[config.mk]
export PLATFORM = sky130hd
export DESIGN_NAME = pixel_serializer
export DESIGN_NICKNAME = d
export VERILOG_FILES = /design/src/rtl/pixel_serializer.sv
export SDC_FILE = /design/constraint.sdc
export NUM_CORES = 1
export LEC_CHECK = 0
export CORE_MARGIN = 8
export CORE_UTILIZATION = 51
export DETAILED_ROUTE_END_ITERATION = 8
export MAX_ROUTING_LAYER = met4
export PLACE_DENSITY_LB_ADDON = 0.1
export SLEW_MARGIN = 5
export SYNTH_ARGS = -nofsm -noshare
export SYNTH_HDL_FRONTEND = slang
export SYNTH_SLANG_ARGS = --single-unit
[constraint.sdc]
create_clock -name clk -period 2.7 [get_ports clk]
set_clock_uncertainty 0.05 [all_clocks]
set_input_delay 0.675 -clock clk [delete_from_list [all_inputs] [get_ports clk]]
set_output_delay 0.675 -clock clk [all_outputs]
set_load 0.02 [all_outputs]
[src/rtl/pixel_serializer.sv]
// Byte-to-bit pixel serializer: a holding register is loaded by LD and drained MSB-first
// through a shift register on clock-enabled edges, back-to-back without gaps.
module pixel_serializer #(
  parameter logic IDLE_BIT = 1'b0
) (
  input  logic       clk,
  input  logic       RESETn,
  input  logic       ce,
  input  logic [7:0] D,
  input  logic       LD,
  input  logic       FLIP,
  input  logic       CLR_OVF,
  output logic       Q,
  output logic       QV,
  output logic       REQ,
  output logic       OVF
);

  typedef enum logic {
    IDLE  = 1'b0,
    SHIFT = 1'b1
  } state_t;

  state_t     state;
  logic [7:0] hold;
  logic       hfull;
  logic [7:0] sr;
  logic [2:0] cnt;
  logic       ovf;

  logic [7:0] d_rev;
  logic       last_bit;
  logic       xfer;
  logic       ld_ok;
  logic       overrun;

  // NOTE: every signal assigned in always_comb gets a value on every path, so no latch is inferred.
  always_comb begin
    d_rev = '0;
    for (int i = 0; i < 8; i++) d_rev[i] = D[7-i];
  end

  assign last_bit = (cnt == 3'd7);
  // The holding register drains into the shifter when the shifter is idle or on its last bit.
  assign xfer     = ce & hfull & ((state == IDLE) | last_bit);
  // A load is safe if the holding register is empty or is being emptied on this same edge.
  assign ld_ok    = LD & (~hfull | xfer);
  assign overrun  = LD & hfull & ~xfer;

  // NOTE: sequential state uses non-blocking assignments so every register samples pre-edge values;
  // this lets a load and a transfer share an edge with SR taking the old HOLD contents.
  always_ff @(posedge clk or negedge RESETn) begin
    if (!RESETn) begin
      state <= IDLE;
      hold  <= '0;
      hfull <= 1'b0;
      sr    <= '0;
      cnt   <= '0;
      ovf   <= 1'b0;
    end else begin
      if (ld_ok) hold <= FLIP ? d_rev : D;

      if (ld_ok)     hfull <= 1'b1;
      else if (xfer) hfull <= 1'b0;

      // Overrun wins over a simultaneous clear.
      if (overrun)      ovf <= 1'b1;
      else if (CLR_OVF) ovf <= 1'b0;

      if (ce) begin
        if (xfer) begin
          sr    <= hold;
          cnt   <= '0;
          state <= SHIFT;
        end else if (state == SHIFT) begin
          if (!last_bit) begin
            sr  <= {sr[6:0], 1'b0};
            cnt <= cnt + 3'd1;
          end else begin
            state <= IDLE;
          end
        end
      end
    end
  end

  assign Q   = (state == SHIFT) ? sr[7] : IDLE_BIT;
  assign QV  = (state == SHIFT);
  assign REQ = ~hfull;
  assign OVF = ovf;

endmodule

### Word-level counts from Yosys, hierarchy flattened

Index checks and enable logic that the tools add are counted.
W data, S select, Z words.

* word-level logic and storage cells: 38
* register bits: 22
* output and inout port bits: 4

* add/sub/neg operators: 1
* mux-type cells: 15
* reductions and logical operators: 4
* bitwise operators: 10
* equal/unequal tests: 2

Operators by type and width (count)
* $mux W8: 4
* $mux W3: 3
* $mux W1: 8
* $reduce_bool A2 Y1: 3
* $and A1 B1 Y1: 5
* $add A3 B1 Y3 const B: 1
* $eq A3 B3 Y1 const B: 1
* $not A1 Y1: 3
* $reduce_and A3 Y1: 1
* $ne A2 B1 Y1 const B: 1
* $or A1 B1 Y1: 2

### Depth between registers and ports, before layout

Gate-level depths: netlist of the first run.

* depth after elaboration: 6
* mapped depth: 6
* depth with buffers taken out: 5

### Least setup slack after synthesis of the first run

Ideal clock, no wire load.

* path type: input to register
* start point: input FLIP
* end point: register hold[0]
* data arrival time: 1547 ps
* cell stages on the path: 3
* path buffers: 1
* setup time: 125 ps
* data required time: 2525 ps
* path slack: 978 ps
* cell sequence: clkbuf_1 -> mux2_2 -> mux2_2

* longest elaborated chain between the ends: 1

Ends and longest elaborated chain
* start, declared: RTL line 11 `input logic FLIP,`
* $mux W8: RTL line 61 `if (ld_ok) hold <= FLIP ? d_rev : D;`
* end signal, assigned: RTL line 61
* end, declared: RTL line 25 `logic [7:0] hold;`

No other way between the ends.
A chain may end at the register's enable or synchronous reset.

### Worst setup path in the final report of the first run

* start point: register hfull
* end point: output REQ

* longest elaborated chain between the ends: 1

Ends and longest elaborated chain
* start, declared: RTL line 26 `logic hfull;`
* start signal, assigned: RTL line 56 `hfull <= 1'b0;`
* start signal, assigned: RTL line 63 `if (ld_ok) hfull <= 1'b1;`
* start signal, assigned: RTL line 64 `else if (xfer) hfull <= 1'b0;`
* $not A1 Y1: RTL line 89 `assign REQ = ~hfull;`
* end, declared: RTL line 15 `output logic REQ,`

No other way between the ends.

==> results.yml, run 1 <==
yosys:
  synth_seq_cells: 22
  synthesized_netlist_net_count: 110
  synthCells: 94
  mappedNetlistArea_um2: 1140
  yosysTopAreaCellShare: 0.484
  post-synth-top-area-cell: "sky130_fd_sc_hd__dfrtp_1"
  synth_warnings: 0
  synth_sequential_area_ratio: 0.484
  netlist-cell-type-count: 22
  synthTopCellsByArea: "sky130_fd_sc_hd__dfrtp_1 48%, sky130_fd_sc_hd__mux2_2 16%, sky130_fd_sc_hd__a22o_1 6.9%"
  syn-mean-instance-area_um2: 12.1
timing:
  setup_tns_ns: 0
  final-max-slew-violation-count: 0
  worst_margin_slew_ns: 0.363
  final.min_clock_period_ns: 2.40
  final-hold-violation-count: 0
  layout_worst_path_cycle_share: 0.890
  finalSetupViolCount: 0
  rsz0062_at_grt: "false"
  fmaxAchievable_ghz: 0.416
  relSlewSlack: 0.758
worst_setup_path:
  worstSetupEndpointType: "output pin"
  worstReg2RegStart: "cnt[0]$_DFFE_PN0P_"
  worst_r2r_path_depth: 5
  critPathArrivalTime_ns: 1.68
  register_to_register_setup_slack_ns: 0.82
  worst_setup_path_endpoint: "REQ"
  timing.critical_path.from: "hfull$_DFFE_PN0P_"
  worst_setup_path_class: "reg2out"
  critical_path_slowest_stage_cell: "sky130_fd_sc_hd__clkdlybuf4s50_1"
  critical_path.cell_chain: "inv_1 > clkdlybuf4s50_1"
  longest_individual_stage_delay_on_the_worst_path_ns: 0.64
  required_ns: 1.98
  setup.worst_path.start_class: "register"
  critical_path_peak_fanout: 11
  critical_path.reg2reg.endpoint: "hold[4]$_DFFE_PN0P_"
clock_tree:
  tritoncts_num_sinks: 22
  cts_tree: "built"
  cts_root_buf: "sky130_fd_sc_hd__clkbuf_4"
  clk-insertion-delay-late_ns: 0.30
  clk_transition_reported_paths_ns: 0.12
  post_cts_hold_buffer_count: 0
  buffer_levels_on_the_longest_clock_path: 2
  h-tree-depth: 1
  post_cts_resize_count: 0
  postCtsSetupBuffers: 0
  cts_made_buffers: 3
cells_and_area:
  antenna-diode-count: 0
  finish.net_count: 128
  layout-drive-gt1-share: 0.234
  layout-area-overhead-vs-synth_pct: 19.1
  finalNonFillerCells: 139
detailed_routing:
  drt_first_pass_iters: 4
  drt_first_iter_violations: 14
  drtAntennaViolNets: 0
  drt_drc_violations_left: 0
  drt-total-wl_mm: 2.13
  viasPerCell: 5.73
  wire_per_inst_um: 15.3
  via_count: 796
global_routing:
  grt_antenna_before_repair: 0
  grt_max_degree: 23
  first_global_vias: 801
  grt_overflow: 0
  track_usage: 0.117
  grt_first_pass_wirelength_mm: 3.76
power:
  power_density_nw_per_um2: 799
  worst_ir_drop_vdd_mv: 0.540
  power_after_layout_w: 0.00108
  total_leakage_power_nw: 0.595
placement:
  placed_cells_incl_taps: 135
  buffer_ports.inserted: 17
  gpl.final_weighted_congestion: 0.764
  dp_hpwl_mm: 1.57
die:
  die_area_um2: 4000
  dieHeight_um: 63.2
  start_util: 0.524
  dieWidth_um: 63.2
  core_area_um2: 2170
  boundaryPins: 18
  rows: 17
run_status:
  run_status: "completed"
worst_hold_path:
  hold_path.class: "reg2reg"
job:
  drv.max_cap_violation_count: 0
[state kept, by name, indices dropped and copies added, names as in the netlist]
register  cells
hold          8
hfull         1
sr            8
OVF           1
QV            1
cnt           3
[per-stage QoR]
step                utilization  cell area [um2]  worst slack (ns)  hold slack (ns)
floorplan                     -             1140             0.978            0.329
global placement          0.608             1320             0.548            0.421
detailed placement        0.608             1320             0.502            0.434
CTS                       0.625             1360             0.276            0.466
global route              0.625             1360             0.197            0.483
finish                    0.625             1360             0.297            0.461
[report_power, final]
| group | switching (W) | leakage, nW | internal, W | total, W |
|---|---|---|---|---|
| logic | 0.000156 | 0.303 | 0.000211 | 0.000367 |
| clock network | 0.0000959 | 0.0210 | 0.0000823 | 0.000178 |
| registers | 0.0000798 | 0.271 | 0.000457 | 0.000537 |
[metal layers]
layer  up-vias  global-route usage  routed length, um
li1        378                   -                  -
met1       399               0.132                984
met2        17               0.193               1040
met3         2              0.0424                 97
met4         0              0.0251                 14
met5         -                   -                  0
[worst max-delay path, delay by kind of cell, from the launching register on]
family                 cells  cell delay [ns]
DFF                        1             0.53
buffers and inverters      2             0.85
[placed cells by master (no fill, tap or decap)]
cell and instances:
sky130_fd_sc_hd__a21boi_0 1, sky130_fd_sc_hd__a21oi_1 1, sky130_fd_sc_hd__a22o_1 9, sky130_fd_sc_hd__a32o_1 2, sky130_fd_sc_hd__and2_1 1, sky130_fd_sc_hd__buf_4 2, sky130_fd_sc_hd__clkbuf_4 3, sky130_fd_sc_hd__clkbuf_8 1
sky130_fd_sc_hd__clkdlybuf4s50_1 17, sky130_fd_sc_hd__dfrtp_1 22, sky130_fd_sc_hd__ha_1 2, sky130_fd_sc_hd__inv_1 3, sky130_fd_sc_hd__mux2_2 16, sky130_fd_sc_hd__mux2i_1 2, sky130_fd_sc_hd__nand2_1 10, sky130_fd_sc_hd__nand2b_1 1
sky130_fd_sc_hd__nand3b_1 6, sky130_fd_sc_hd__nand4_1 1, sky130_fd_sc_hd__nor2b_4 1, sky130_fd_sc_hd__o21ai_0 7, sky130_fd_sc_hd__o21ai_4 1, sky130_fd_sc_hd__o2bb2ai_4 1, sky130_fd_sc_hd__or2_2 1
[cell usage after synthesis]
cell type	instances
sky130_fd_sc_hd__a21boi_0	1
sky130_fd_sc_hd__buf_6	2
sky130_fd_sc_hd__clkbuf_1	3
sky130_fd_sc_hd__inv_1	3
sky130_fd_sc_hd__nand4_1	1
sky130_fd_sc_hd__nand3b_1	6
sky130_fd_sc_hd__dfrtp_1	22
sky130_fd_sc_hd__nor2b_4	1
sky130_fd_sc_hd__mux2_2	16
sky130_fd_sc_hd__o21ai_0	7
sky130_fd_sc_hd__o21ai_4	1
sky130_fd_sc_hd__buf_2	1
sky130_fd_sc_hd__a22o_1	9
sky130_fd_sc_hd__ha_1	2
sky130_fd_sc_hd__mux2i_1	2
sky130_fd_sc_hd__a21oi_1	1
sky130_fd_sc_hd__nand2b_1	1
sky130_fd_sc_hd__nand2_1	10
sky130_fd_sc_hd__and2_1	1
sky130_fd_sc_hd__a32o_1	2
sky130_fd_sc_hd__or2_2	1
sky130_fd_sc_hd__o2bb2ai_4	1
[how the worst min path moves through the flow]
stage / depth (start not counted) / end / start / slack (ns)
floorplan: 0 / OVF$_DFFE_PN0P_ / RESETn / 0.33
global placement: 1 / cnt[0]$_DFFE_PN0P_ / cnt[0]$_DFFE_PN0P_ / 0.42
detailed placement: 1 / sr[7]$_DFFE_PN0P_ / sr[7]$_DFFE_PN0P_ / 0.43
CTS: 1 / sr[7]$_DFFE_PN0P_ / sr[7]$_DFFE_PN0P_ / 0.47
global route: 1 / cnt[1]$_DFFE_PN0P_ / cnt[1]$_DFFE_PN0P_ / 0.48
finish: 1 / cnt[1]$_DFFE_PN0P_ / cnt[1]$_DFFE_PN0P_ / 0.46
[final cells by class]
| cell class | instances | area [um2] |
|---|---|---|
| clock buffers | 4 | 36.3 |
| fillers | 186 | 815 |
| repair buffers | 19 | 185 |
| flip-flops and latches | 22 | 551 |
| multi-input cells | 63 | 537 |
| inverters | 3 | 11.3 |
| well taps | 28 | 35.0 |
[logic make-up after synthesis]
group	synth area share
simple gates	0.107
mux	0.176
fa+ha+maj	0.0220
flops	0.484
compound gates	0.167
buf+inv	0.0440
(Power assumes the default switching activity.)
==> inputs of run 2 (changes only) <==
clock period = 2.5 ns   (was 2.7 ns; I/O delays follow)
==> results.yml, run 2 (same netlist as run 1, synthesis figures left out) <==
global_routing:
  grt_max_degree: 23
  grt_first_pass_wirelength_mm: 3.61
  first_global_vias: 786
  track_usage: 0.111
  grt_overflow: 0
  grt_antenna_before_repair: 0
cells_and_area:
  final_common_cell: "sky130_fd_sc_hd__dfrtp_1"
  finish.net_count: 128
  layout-drive-gt1-share: 0.234
  finish.utilization: 0.625
  num-fill-cells: 186
  layout-area-overhead-vs-synth_pct: 19.1
  reg_top3: "hold: 8 flops, sr: 8 flops, cnt: 3 flops"
  layout_common_cells: "22 x sky130_fd_sc_hd__dfrtp_1, 17 x sky130_fd_sc_hd__clkdlybuf4s50_1, 16 x sky130_fd_sc_hd__mux2_2"
  finalNonFillerCells: 139
  antenna-diode-count: 0
worst_setup_path:
  worstSetupEndpointType: "output pin"
  cpLargestDelayFamily: "buffers and inverters"
  critPathArrivalTime_ns: 1.69
  longest_individual_stage_delay_on_the_worst_path_ns: 0.63
  crit_buf_inv: 2
  critical_path.cell_chain: "inv_1 > clkdlybuf4s50_1"
  worst_setup_path_class: "reg2out"
  setup.worst_path.start_class: "register"
  critical_path_slowest_stage_cell: "sky130_fd_sc_hd__clkdlybuf4s50_1"
  required_ns: 1.82
  critical_path_peak_fanout: 11
die:
  start_util: 0.524
  dieHeight_um: 63.2
  dieWidth_um: 63.2
  rows: 17
  die_area_um2: 4000
  core_area_um2: 2170
  boundaryPins: 18
clock_tree:
  cts_root_buf: "sky130_fd_sc_hd__clkbuf_4"
  tritoncts_num_sinks: 22
  post_cts_resize_count: 0
  cts_tree: "built"
  cts_made_buffers: 3
  postCtsSetupBuffers: 0
  post_cts_hold_buffer_count: 0
  clk-insertion-delay-late_ns: 0.31
  buffer_levels_on_the_longest_clock_path: 2
  clk_transition_reported_paths_ns: 0.12
  h-tree-depth: 1
power:
  power.share.sequential: 0.499
  share_clk_of_total_power: 0.165
  internal_power_w: 0.000811
  p_comb_frac: 0.335
  total_leakage_power_nw: 0.595
  worst_ir_drop_vdd_mv: 0.655
  power.share.switching: 0.306
  power_density_nw_per_um2: 862
  power_switching_w: 0.000357
detailed_routing:
  via_count: 776
  drt_first_iter_violations: 18
  drtAntennaViolNets: 0
  drt_drc_violations_left: 0
  drt-total-wl_mm: 2.08
  wire_per_inst_um: 15.0
  drt_first_pass_iters: 4
  viasPerCell: 5.58
timing:
  final-hold-violation-count: 0
  fmaxAchievable_ghz: 0.423
  worst_margin_slew_ns: 0.404
  rsz0062_at_grt: "false"
  layout_worst_path_cycle_share: 0.946
  relSlewSlack: 0.731
  finalSetupViolCount: 0
  setup_tns_ns: 0
  final.min_clock_period_ns: 2.36
  final-max-slew-violation-count: 0
placement:
  dp_hpwl_mm: 1.51
  placed_cells_incl_taps: 135
  buffer_ports.inserted: 17
  gpl.final_weighted_congestion: 0.764
worst_hold_path:
  hold_path.class: "reg2reg"
job:
  drv.max_cap_violation_count: 0
run_status:
  run_status: "completed"
-- run 2: cell counts in the layout (fill, tap and decap cells not counted) --
Identical to the previous run, type by type.
-- run 2: through the flow --
stage | worst slack (ns) | cell area (um2) | hold slack, ns | total power [W]
6_report | 0.135 | 1360 | 0.463 | 0.00117
3_5_place_dp | 0.363 | 1320 | 0.434 | 0.000987
3_3_place_gp | 0.398 | 1320 | 0.421 | 0.000975
4_1_cts | 0.122 | 1360 | 0.466 | 0.00118
2_1_floorplan | 0.828 | 1140 | 0.279 | 0.000872
5_1_grt | 0.0582 | 1360 | 0.483 | 0.00125
-- run 2: area by class of cell --
cell class	instances	area, um2	share of cell area
multi-input cells	63	537	0.396
repair buffers	19	185	0.137
flip-flops and latches	22	551	0.406
inverters	3	11.3	0.00831
well taps	28	35.0	0.0259
clock buffers	4	36.3	0.0268
-- run 2: worst register-to-register path, cell delays in order, from the launching register on --
cell	delay, ns
sky130_fd_sc_hd__dfrtp_1	0.42
sky130_fd_sc_hd__ha_1	0.21
sky130_fd_sc_hd__ha_1	0.29
sky130_fd_sc_hd__nor2b_4	0.33
sky130_fd_sc_hd__o2bb2ai_4	0.18
sky130_fd_sc_hd__mux2_2	0.30
-- run 2: worst paths after layout --
kind / start / to / slack (ns) / cells past startpoint
max in group asynchronous: RESETn / hfull$_DFFE_PN0P_ / 1.58 / 2
min in group asynchronous: RESETn / sr[3]$_DFFE_PN0P_ / 0.59 / 2
setup reg to reg: cnt[0]$_DFFE_PN0P_ / hold[7]$_DFFE_PN0P_ / 0.63 / 5
setup / recovery: hfull$_DFFE_PN0P_ / REQ / 0.14 / 2
hold / removal: cnt[1]$_DFFE_PN0P_ / cnt[1]$_DFFE_PN0P_ / 0.46 / 1
hold reg to reg: cnt[1]$_DFFE_PN0P_ / cnt[1]$_DFFE_PN0P_ / 0.46 / 1
-- run 2: layer usage --
metal	track usage	wire, um
met5	-	0
met4	0.0251	10
met3	0.0424	102
met2	0.175	980
met1	0.132	985
-- run 2: power groups by stage --
stage / combinational [W] / clock (W) / sequential (W)
after global placement: 0.000388 / 0 / 0.000587
final: 0.000392 / 0.000193 / 0.000583
after CTS: 0.000398 / 0.000199 / 0.000583
after detailed placement: 0.000397 / 0 / 0.000590
after global routing: 0.000435 / 0.000212 / 0.000600
after floorplan: 0.000312 / 0 / 0.000559
